File: config.mk
export PLATFORM = sky130hd
export DESIGN_NAME = id_ex_operand_latch
export DESIGN_NICKNAME = d
export VERILOG_FILES = /design/src/rtl/id_ex_operand_latch_pkg.sv /design/src/rtl/id_ex_operand_latch_fwd_operand_mux.sv /design/src/rtl/id_ex_operand_latch.sv
export SDC_FILE = /design/constraint.sdc
export NUM_CORES = 1
export LEC_CHECK = 0
export ABC_AREA = 1
export BUFFER_PORTS_ARGS = -buffer_cell sky130_fd_sc_hd__buf_2
export CORE_ASPECT_RATIO = 0.6
export CORE_MARGIN = 2
export CORE_UTILIZATION = 42
export DETAILED_ROUTE_END_ITERATION = 10
export PLACE_DENSITY = 0.78
export REMOVE_ABC_BUFFERS = 1
export SLEW_MARGIN = 20
export SYNTH_ARGS = -nofsm -noshare
export SYNTH_HDL_FRONTEND = slang
export SYNTH_SLANG_ARGS = --single-unit
File: constraint.sdc
create_clock -name clk -period 0.8 [get_ports clk]
set_clock_uncertainty 0.2 [all_clocks]
set_input_delay 0.04 -clock clk [delete_from_list [all_inputs] [get_ports clk]]
set_output_delay 0.04 -clock clk [all_outputs]
set_load 0.05 [all_outputs]
File: src/rtl/id_ex_operand_latch_pkg.sv
// ---------------------------------------------------------------------------
// id_ex_operand_latch_pkg
//
// Shared definitions for the ID/EX operand latch and its forwarding mux.
//   FWD_RF / FWD_EX / FWD_MEM / FWD_WB : forward-select codes as produced by
//                                        the forwarding unit
//   CTRL_W                             : width of the EX/MEM/WB control bundle
// ---------------------------------------------------------------------------
package id_ex_operand_latch_pkg;

  localparam logic [1:0] FWD_RF  = 2'b00;
  localparam logic [1:0] FWD_EX  = 2'b01;
  localparam logic [1:0] FWD_MEM = 2'b10;
  localparam logic [1:0] FWD_WB  = 2'b11;

  localparam int CTRL_W = 12;

endpackage

File: src/rtl/id_ex_operand_latch_fwd_operand_mux.sv
// ---------------------------------------------------------------------------
// fwd_operand_mux
//
// Purely combinational 4:1 operand select. It is driven by a forwarding code
// and chooses between the register-file value and the three in-flight results.
// Ports:
//   sel        in  FBITS   : forward code (FWD_RF/FWD_EX/FWD_MEM/FWD_WB)
//   rf_data    in  NB_DATA : register-file read data
//   ex_result  in  NB_DATA : EX-stage result
//   mem_result in  NB_DATA : EX/MEM result
//   wb_result  in  NB_DATA : MEM/WB result
//   data_out   out NB_DATA : selected operand
// ---------------------------------------------------------------------------
module fwd_operand_mux
  import id_ex_operand_latch_pkg::*;
#(
  parameter int NB_DATA = 32,
  parameter int FBITS   = 2
) (
  input  logic [FBITS-1:0]   sel,
  input  logic [NB_DATA-1:0] rf_data,
  input  logic [NB_DATA-1:0] ex_result,
  input  logic [NB_DATA-1:0] mem_result,
  input  logic [NB_DATA-1:0] wb_result,
  output logic [NB_DATA-1:0] data_out
);

  // Any code outside the four defined ones falls back to the register file.
  always_comb begin
    data_out = rf_data;
    case (sel)
      FBITS'(FWD_RF):  data_out = rf_data;
      FBITS'(FWD_EX):  data_out = ex_result;
      FBITS'(FWD_MEM): data_out = mem_result;
      FBITS'(FWD_WB):  data_out = wb_result;
      default:         data_out = rf_data;
    endcase
  end

endmodule

File: src/rtl/id_ex_operand_latch.sv
// ---------------------------------------------------------------------------
// id_ex_operand_latch
//
// ID/EX pipeline register of the MIPS core. It sits right after the
// forwarding unit. Each source operand is picked from the register file or
// one of the three forwarding sources. The operands are then latched into EX
// together with the immediate, the register numbers and the control bundle.
// A stall or a flush loads a bubble instead. The enable input, driven by the
// debug unit, freezes the whole register.
//
// Ports:
//   clk, rst_n                        : clock, async active-low reset
//   enable                            : 0 holds every output
//   stall                             : load-use bubble (counted)
//   flush                             : branch/jump bubble (not counted)
//   IF_ID_rs/rt/rd                    : ID-stage register numbers
//   forward_A/B                       : operand forward codes
//   rf_data_a/b                       : register-file read data
//   ex_result, mem_result, wb_result  : forwarding sources
//   ID_imm, ID_ctrl, ID_regwrite      : decoded immediate/control/write enable
//   EX_op_a/b, EX_imm                 : latched operands and immediate
//   EX_rs, EX_rt, ID_EX_rd            : latched register numbers
//   EX_ctrl, ID_EX_regwrite           : latched control
//   EX_valid                          : 1 = real instruction, 0 = bubble
//
// Optional feature (macro ID_EX_STALL_CNT_EN):
//   cnt_clr     in  : synchronous counter clear, gated by enable
//   stall_count out : saturating count of stall bubbles
// ---------------------------------------------------------------------------
module id_ex_operand_latch
  import id_ex_operand_latch_pkg::*;
#(
  parameter int NB_DATA = 32,
  parameter int RBITS   = 5,
  parameter int FBITS   = 2,
  parameter int NB_CTRL = CTRL_W,
  parameter int NB_CNT  = 16
) (
  input  logic               clk,
  input  logic               rst_n,
  input  logic               enable,
  input  logic               stall,
  input  logic               flush,
  input  logic [RBITS-1:0]   IF_ID_rs,
  input  logic [RBITS-1:0]   IF_ID_rt,
  input  logic [RBITS-1:0]   IF_ID_rd,
  input  logic [FBITS-1:0]   forward_A,
  input  logic [FBITS-1:0]   forward_B,
  input  logic [NB_DATA-1:0] rf_data_a,
  input  logic [NB_DATA-1:0] rf_data_b,
  input  logic [NB_DATA-1:0] ex_result,
  input  logic [NB_DATA-1:0] mem_result,
  input  logic [NB_DATA-1:0] wb_result,
  input  logic [NB_DATA-1:0] ID_imm,
  input  logic [NB_CTRL-1:0] ID_ctrl,
  input  logic               ID_regwrite,
  output logic [NB_DATA-1:0] EX_op_a,
  output logic [NB_DATA-1:0] EX_op_b,
  output logic [NB_DATA-1:0] EX_imm,
  output logic [RBITS-1:0]   EX_rs,
  output logic [RBITS-1:0]   EX_rt,
  output logic [RBITS-1:0]   ID_EX_rd,
  output logic [NB_CTRL-1:0] EX_ctrl,
  output logic               ID_EX_regwrite,
  output logic               EX_valid
`ifdef ID_EX_STALL_CNT_EN
  ,
  input  logic               cnt_clr,
  output logic [NB_CNT-1:0]  stall_count
`endif
);

  logic [NB_DATA-1:0] sel_a;
  logic [NB_DATA-1:0] sel_b;

  logic [NB_DATA-1:0] op_a_q,     op_a_d;
  logic [NB_DATA-1:0] op_b_q,     op_b_d;
  logic [NB_DATA-1:0] imm_q,      imm_d;
  logic [RBITS-1:0]   rs_q,       rs_d;
  logic [RBITS-1:0]   rt_q,       rt_d;
  logic [RBITS-1:0]   rd_q,       rd_d;
  logic [NB_CTRL-1:0] ctrl_q,     ctrl_d;
  logic               regwrite_q, regwrite_d;
  logic               valid_q,    valid_d;

  fwd_operand_mux #(
    .NB_DATA (NB_DATA),
    .FBITS   (FBITS)
  ) u_mux_a (
    .sel        (forward_A),
    .rf_data    (rf_data_a),
    .ex_result  (ex_result),
    .mem_result (mem_result),
    .wb_result  (wb_result),
    .data_out   (sel_a)
  );

  fwd_operand_mux #(
    .NB_DATA (NB_DATA),
    .FBITS   (FBITS)
  ) u_mux_b (
    .sel        (forward_B),
    .rf_data    (rf_data_b),
    .ex_result  (ex_result),
    .mem_result (mem_result),
    .wb_result  (wb_result),
    .data_out   (sel_b)
  );

  // Next-state: hold when disabled. Otherwise flush and stall both load an
  // all-zero bubble; only the counter tells them apart.
  always_comb begin
    op_a_d     = op_a_q;
    op_b_d     = op_b_q;
    imm_d      = imm_q;
    rs_d       = rs_q;
    rt_d       = rt_q;
    rd_d       = rd_q;
    ctrl_d     = ctrl_q;
    regwrite_d = regwrite_q;
    valid_d    = valid_q;
    if (enable) begin
      if (flush || stall) begin
        op_a_d     = '0;
        op_b_d     = '0;
        imm_d      = '0;
        rs_d       = '0;
        rt_d       = '0;
        rd_d       = '0;
        ctrl_d     = '0;
        regwrite_d = 1'b0;
        valid_d    = 1'b0;
      end else begin
        op_a_d     = sel_a;
        op_b_d     = sel_b;
        imm_d      = ID_imm;
        rs_d       = IF_ID_rs;
        rt_d       = IF_ID_rt;
        rd_d       = IF_ID_rd;
        ctrl_d     = ID_ctrl;
        regwrite_d = ID_regwrite;
        valid_d    = 1'b1;
      end
    end
  end

  always_ff @(posedge clk or negedge rst_n) begin
    if (!rst_n) begin
      op_a_q     <= '0;
      op_b_q     <= '0;
      imm_q      <= '0;
      rs_q       <= '0;
      rt_q       <= '0;
      rd_q       <= '0;
      ctrl_q     <= '0;
      regwrite_q <= 1'b0;
      valid_q    <= 1'b0;
    end else begin
      op_a_q     <= op_a_d;
      op_b_q     <= op_b_d;
      imm_q      <= imm_d;
      rs_q       <= rs_d;
      rt_q       <= rt_d;
      rd_q       <= rd_d;
      ctrl_q     <= ctrl_d;
      regwrite_q <= regwrite_d;
      valid_q    <= valid_d;
    end
  end

  assign EX_op_a        = op_a_q;
  assign EX_op_b        = op_b_q;
  assign EX_imm         = imm_q;
  assign EX_rs          = rs_q;
  assign EX_rt          = rt_q;
  assign ID_EX_rd       = rd_q;
  assign EX_ctrl        = ctrl_q;
  assign ID_EX_regwrite = regwrite_q;
  assign EX_valid       = valid_q;

`ifdef ID_EX_STALL_CNT_EN
  logic [NB_CNT-1:0] stall_count_q, stall_count_d;

  // Only stall bubbles are counted. A flush in the same cycle takes
  // precedence, so that cycle is not counted. Clear beats increment, and the
  // count sticks at all-ones.
  always_comb begin
    stall_count_d = stall_count_q;
    if (enable) begin
      if (cnt_clr) begin
        stall_count_d = '0;
      end else if (stall && !flush && (stall_count_q != {NB_CNT{1'b1}})) begin
        stall_count_d = stall_count_q + 1'b1;
      end
    end
  end

  always_ff @(posedge clk or negedge rst_n) begin
    if (!rst_n) begin
      stall_count_q <= '0;
    end else begin
      stall_count_q <= stall_count_d;
    end
  end

  assign stall_count = stall_count_q;
`else
  // Keeps NB_CNT referenced in builds without the counter.
  logic [NB_CNT-1:0] unused_cnt_width;
  assign unused_cnt_width = '0;
`endif

endmodule

==> flow_metrics.py <==
metrics = {
    "detailed_routing": {
        "wirelength_mm": 31.13,
        "route.vias.total": 9048,
        "detailed_route_iter0_violations": 857,
        "routed_wire_length_per_instance_um": 18.69,
        "antenna_left": 0,
        "via_cell_ratio": 5.431,
        "route.detailed.drc": 0,
        "detailedRoute.firstPassIterationCount": 5,
    },
    "pwr": {
        "switching_power_mw": 7.000,
        "intPower_mw": 14.40,
        "comb_power_frac": 0.268,
        "share_clk_of_total_power": 0.403,
        "leakage_nw": 6.564,
        "design_power_total_mw": 21.40,
        "worst_ir_drop_vdd_mv": 1.359,
        "powerDensity_nw_per_um2": 1774,
        "seqPwrFrac": 0.329,
        "switching_share": 0.3272,
    },
    "floorplan": {
        "die_w_um": 169.6,
        "initial_utilization": 0.4273,
        "dieArea_um2": 17530,
        "rows": 36,
        "pin_count": 354,
        "die-height_um": 103.4,
        "core-area_um2": 16170,
    },
    "yosys": {
        "netlist_top_cells_area": "dfrtp_1, nand2_1, nand3_1, nor2_1, o21bai_1",
        "number_of_enable_flip_flop_cells_after_synthesis": 0,
        "synth.yosys.warnings": 0,
        "synth_cells": 975,
        "synth.distinct_cells": 12,
        "ys_seq_area_frac": 0.4527,
        "synth_top_flop_cell": "dfrtp_1",
        "synth_seq_cells": 125,
        "synth.avg_cell_area_um2": 7.086,
        "cell_with_the_most_instances_after_synthesis": "nand2_1",
        "async_reset_ff_frac": 1.000,
        "synth_area_leader_cell": "dfrtp_1",
        "syn-cell-area_um2": 6909,
        "most_frequent_cells_after_synthesis": "nand2_1, nand3_1, nor2_1, dfrtp_1, o21bai_1",
        "fraction_of_synthesized_cell_area_taken_by_the_top_area_cell_type": 0.4527,
    },
    "finish": {
        "finalNonFillerCells": 1666,
        "register_area_um2": 3128,
        "areaGrowthSynthToFinish_pct": 74.59,
        "finalNetCount": 1665,
        "drive_above_1_share": 0.3810,
        "nFillCells": 1135,
        "multiInputGateArea_um2": 3585,
        "final_util": 0.7460,
    },
    "cts": {
        "clock_latency_ns": 0.41,
        "cts_max_path_buffers": 2,
        "root_buffer": "clkbuf_16",
        "post_cts_hold_buffer_count": 61,
        "tritoncts": "yes",
        "cts_sinks": 125,
        "cts-buffers-inserted": 17,
        "clk_transition_reported_paths_ns": 0.07,
        "clock_tree.htree_level_count": 4,
    },
    "global_route": {
        "largest_net_degree_at_the_start_of_global_routing": 62,
        "gr-total-overflow": 0,
        "grt_pass1_wl_mm": 44.68,
        "grt_antenna_before_repair": 9,
        "globalRouteTotalUtil": 0.3301,
        "first_global_vias": 8480,
    },
    "place": {
        "place.gp.congestion": 0.8959,
        "hpwl_mm": 18.81,
        "place.detailed.instances": 1515,
        "numPortBuffers": 353,
    },
    "critical_path": {
        "max_stage_delay_ns": 0.43,
        "critical_path.endpoint_type": "output port",
        "reg2reg_slack_ns": -0.23,
        "r2r_end": "EX_imm[7]",
        "timing.critical_path.from_type": "flip-flop",
        "timing.critical_path.to": "EX_op_a[24]",
        "r2r.worst_path.cells": 4,
        "timing.critical_path.cells": "buf_12",
        "worst_path_slowest_cell": "dfrtp_1",
        "timing.critical_path.depth": 1,
        "worst_r2r_startpoint": "EX_imm[7]",
        "timing.critical_path.required_ns": 0.56,
        "cp.arrival_ns": 1.03,
        "cp_top_family": "flip-flops",
        "startpoint": "EX_op_a[24]",
        "cp.buffers_inverters": 1,
        "worst-path-max-fanout": 2,
        "crit_path_kind": "flip-flop to output port",
    },
    "sta": {
        "layout_setup_ws_ns": -0.4658,
        "unrepaired_setup_endpoints_after_global_routing": "yes",
        "hold_slack_ns": -0.7377,
        "finalCriticalPeriod_ns": 1.266,
        "timing_worst_slew_pin_value_ns": 0.4601,
        "tns_ns": -60.91,
        "timing.final.setup_violations": 246,
        "achievable-frequency_ghz": 0.7900,
        "timing.max_slew.rel_slack": 0.6933,
        "part_of_the_cycle_the_worst_path_needs": 1.582,
        "final_hold_viol_count": 196,
        "final_max_slew_viol_count": 0,
    },
    "min_path": {
        "min-delay-path-class": "primary input to async pin",
    },
    "job": {
        "maxCapViolations": 0,
    },
    "status": {
        "outcome": "finished, violations left",
        "violated_checks": "negative hold slack, negative setup slack",
    },
}
[power by group through the flow]
| stage | Sequential [mW] | Clock (mW) | Combinational (mW) |
|---|---|---|---|
| 2_1_floorplan | 8.33 | 0 | 1.06 |
| 3_3_place_gp | 7.01 | 0 | 4.47 |
| 3_5_place_dp | 7.01 | 0 | 4.53 |
| 4_1_cts | 7.00 | 8.64 | 5.32 |
| 5_1_grt | 7.07 | 9.01 | 6.08 |
| 6_report | 7.04 | 8.62 | 5.74 |
[state kept, by name, indices dropped and copies added (netlist names)]
| name | cells |
|---|---|
| EX_imm | 32 |
| EX_op_a | 32 |
| EX_op_b | 32 |
| EX_ctrl | 12 |
| EX_rs | 5 |
| EX_rt | 5 |
| ID_EX_rd | 5 |
| EX_valid | 1 |
| ID_EX_regwrite | 1 |
[metrics by stage]
| step | instance area [um2] | setup WS [ns] | hold slack (ns) |
|---|---|---|---|
| after CTS | 11530 | -0.4617 | -0.7445 |
| final | 12060 | -0.4658 | -0.7377 |
| after detailed placement | 9310 | -0.4034 | -0.3028 |
| after floorplan | 6573 | -1.643 | -0.4556 |
| after global routing | 12050 | -0.4962 | -0.7436 |
| after global placement | 9310 | -0.4176 | -0.3043 |
[area by class of cell]
cell class,count,area share
Clock inverter,14,0.01701
Timing Repair Buffer,518,0.3649
Tap cell,209,0.02168
Multi-Input combinational cell,766,0.2972
Antenna cell,8,0.001660
Sequential cell,125,0.2593
Clock buffer,18,0.03558
Inverter,8,0.002697
[how the worst min path moves through the flow]
stage | cells after the start | end | slack [ns] | from
2_1_floorplan | 0 | EX_ctrl[0] | -0.46 | rst_n
3_3_place_gp | 1 | EX_imm[1] | -0.30 | rst_n
3_5_place_dp | 1 | EX_imm[1] | -0.30 | rst_n
4_1_cts | 1 | EX_imm[1] | -0.74 | rst_n
5_1_grt | 1 | EX_imm[1] | -0.74 | rst_n
6_report | 1 | EX_imm[1] | -0.74 | rst_n
[cells by family (layout without fill, tap and decap cells)]
| logic type | count (synthesis) | after routing | share of synthesized area |
|---|---|---|---|
| AND/OR/NAND/NOR | 703 | 703 | 0.4258 |
| flip-flops | 125 | 125 | 0.4527 |
| buffers and inverters | 84 | 558 | 0.05306 |
| other | 0 | 8 | 0 |
| AO/OA/AOI/OAI | 63 | 63 | 0.06845 |
[routing by layer]
layer | vias up | track usage | part of all wire
li1 | 4103 | - | -
met1 | 4201 | 0.4028 | 0.37
met2 | 619 | 0.5579 | 0.49
met3 | 119 | 0.08904 | 0.096
met4 | 6 | 0.1519 | 0.038
met5 | - | 0 | 0.0012
[layout by cell type, fill, tap and decap left out]
cell type / synthesis / layout
nand2_1: 339 / 281
nand3_1: 234 / 234
buf_2: 41 / 227
buf_6: 0 / 170
nor2_1: 128 / 128
dfrtp_1: 125 / 125
o21bai_1: 63 / 63
dlygate4sd3_1: 0 / 60
nand2_2: 1 / 54
buf_4: 0 / 38
buf_12: 0 / 22
clkbuf_16: 0 / 18
diode_2: 0 / 8
inv_1: 5 / 5
nand2_4: 0 / 5
inv_6: 0 / 5
bufinv_16: 0 / 4
inv_2: 3 / 2
clkinv_4: 0 / 2
nor2_4: 1 / 1
inv_4: 0 / 1
clkinv_2: 0 / 1
clkinvlp_4: 0 / 1
clkbuf_1: 25 / 1
inv_8: 0 / 1
[what timing repair did]
item	in CTS	in global routing
pin swaps	188	29
gates resized for setup	258	99
cloned	0	1
endpoints found under the hold margin	250	194
setup buffers	23	39
endpoints found under the setup margin	199	258
(Power assumes the default switching activity.)
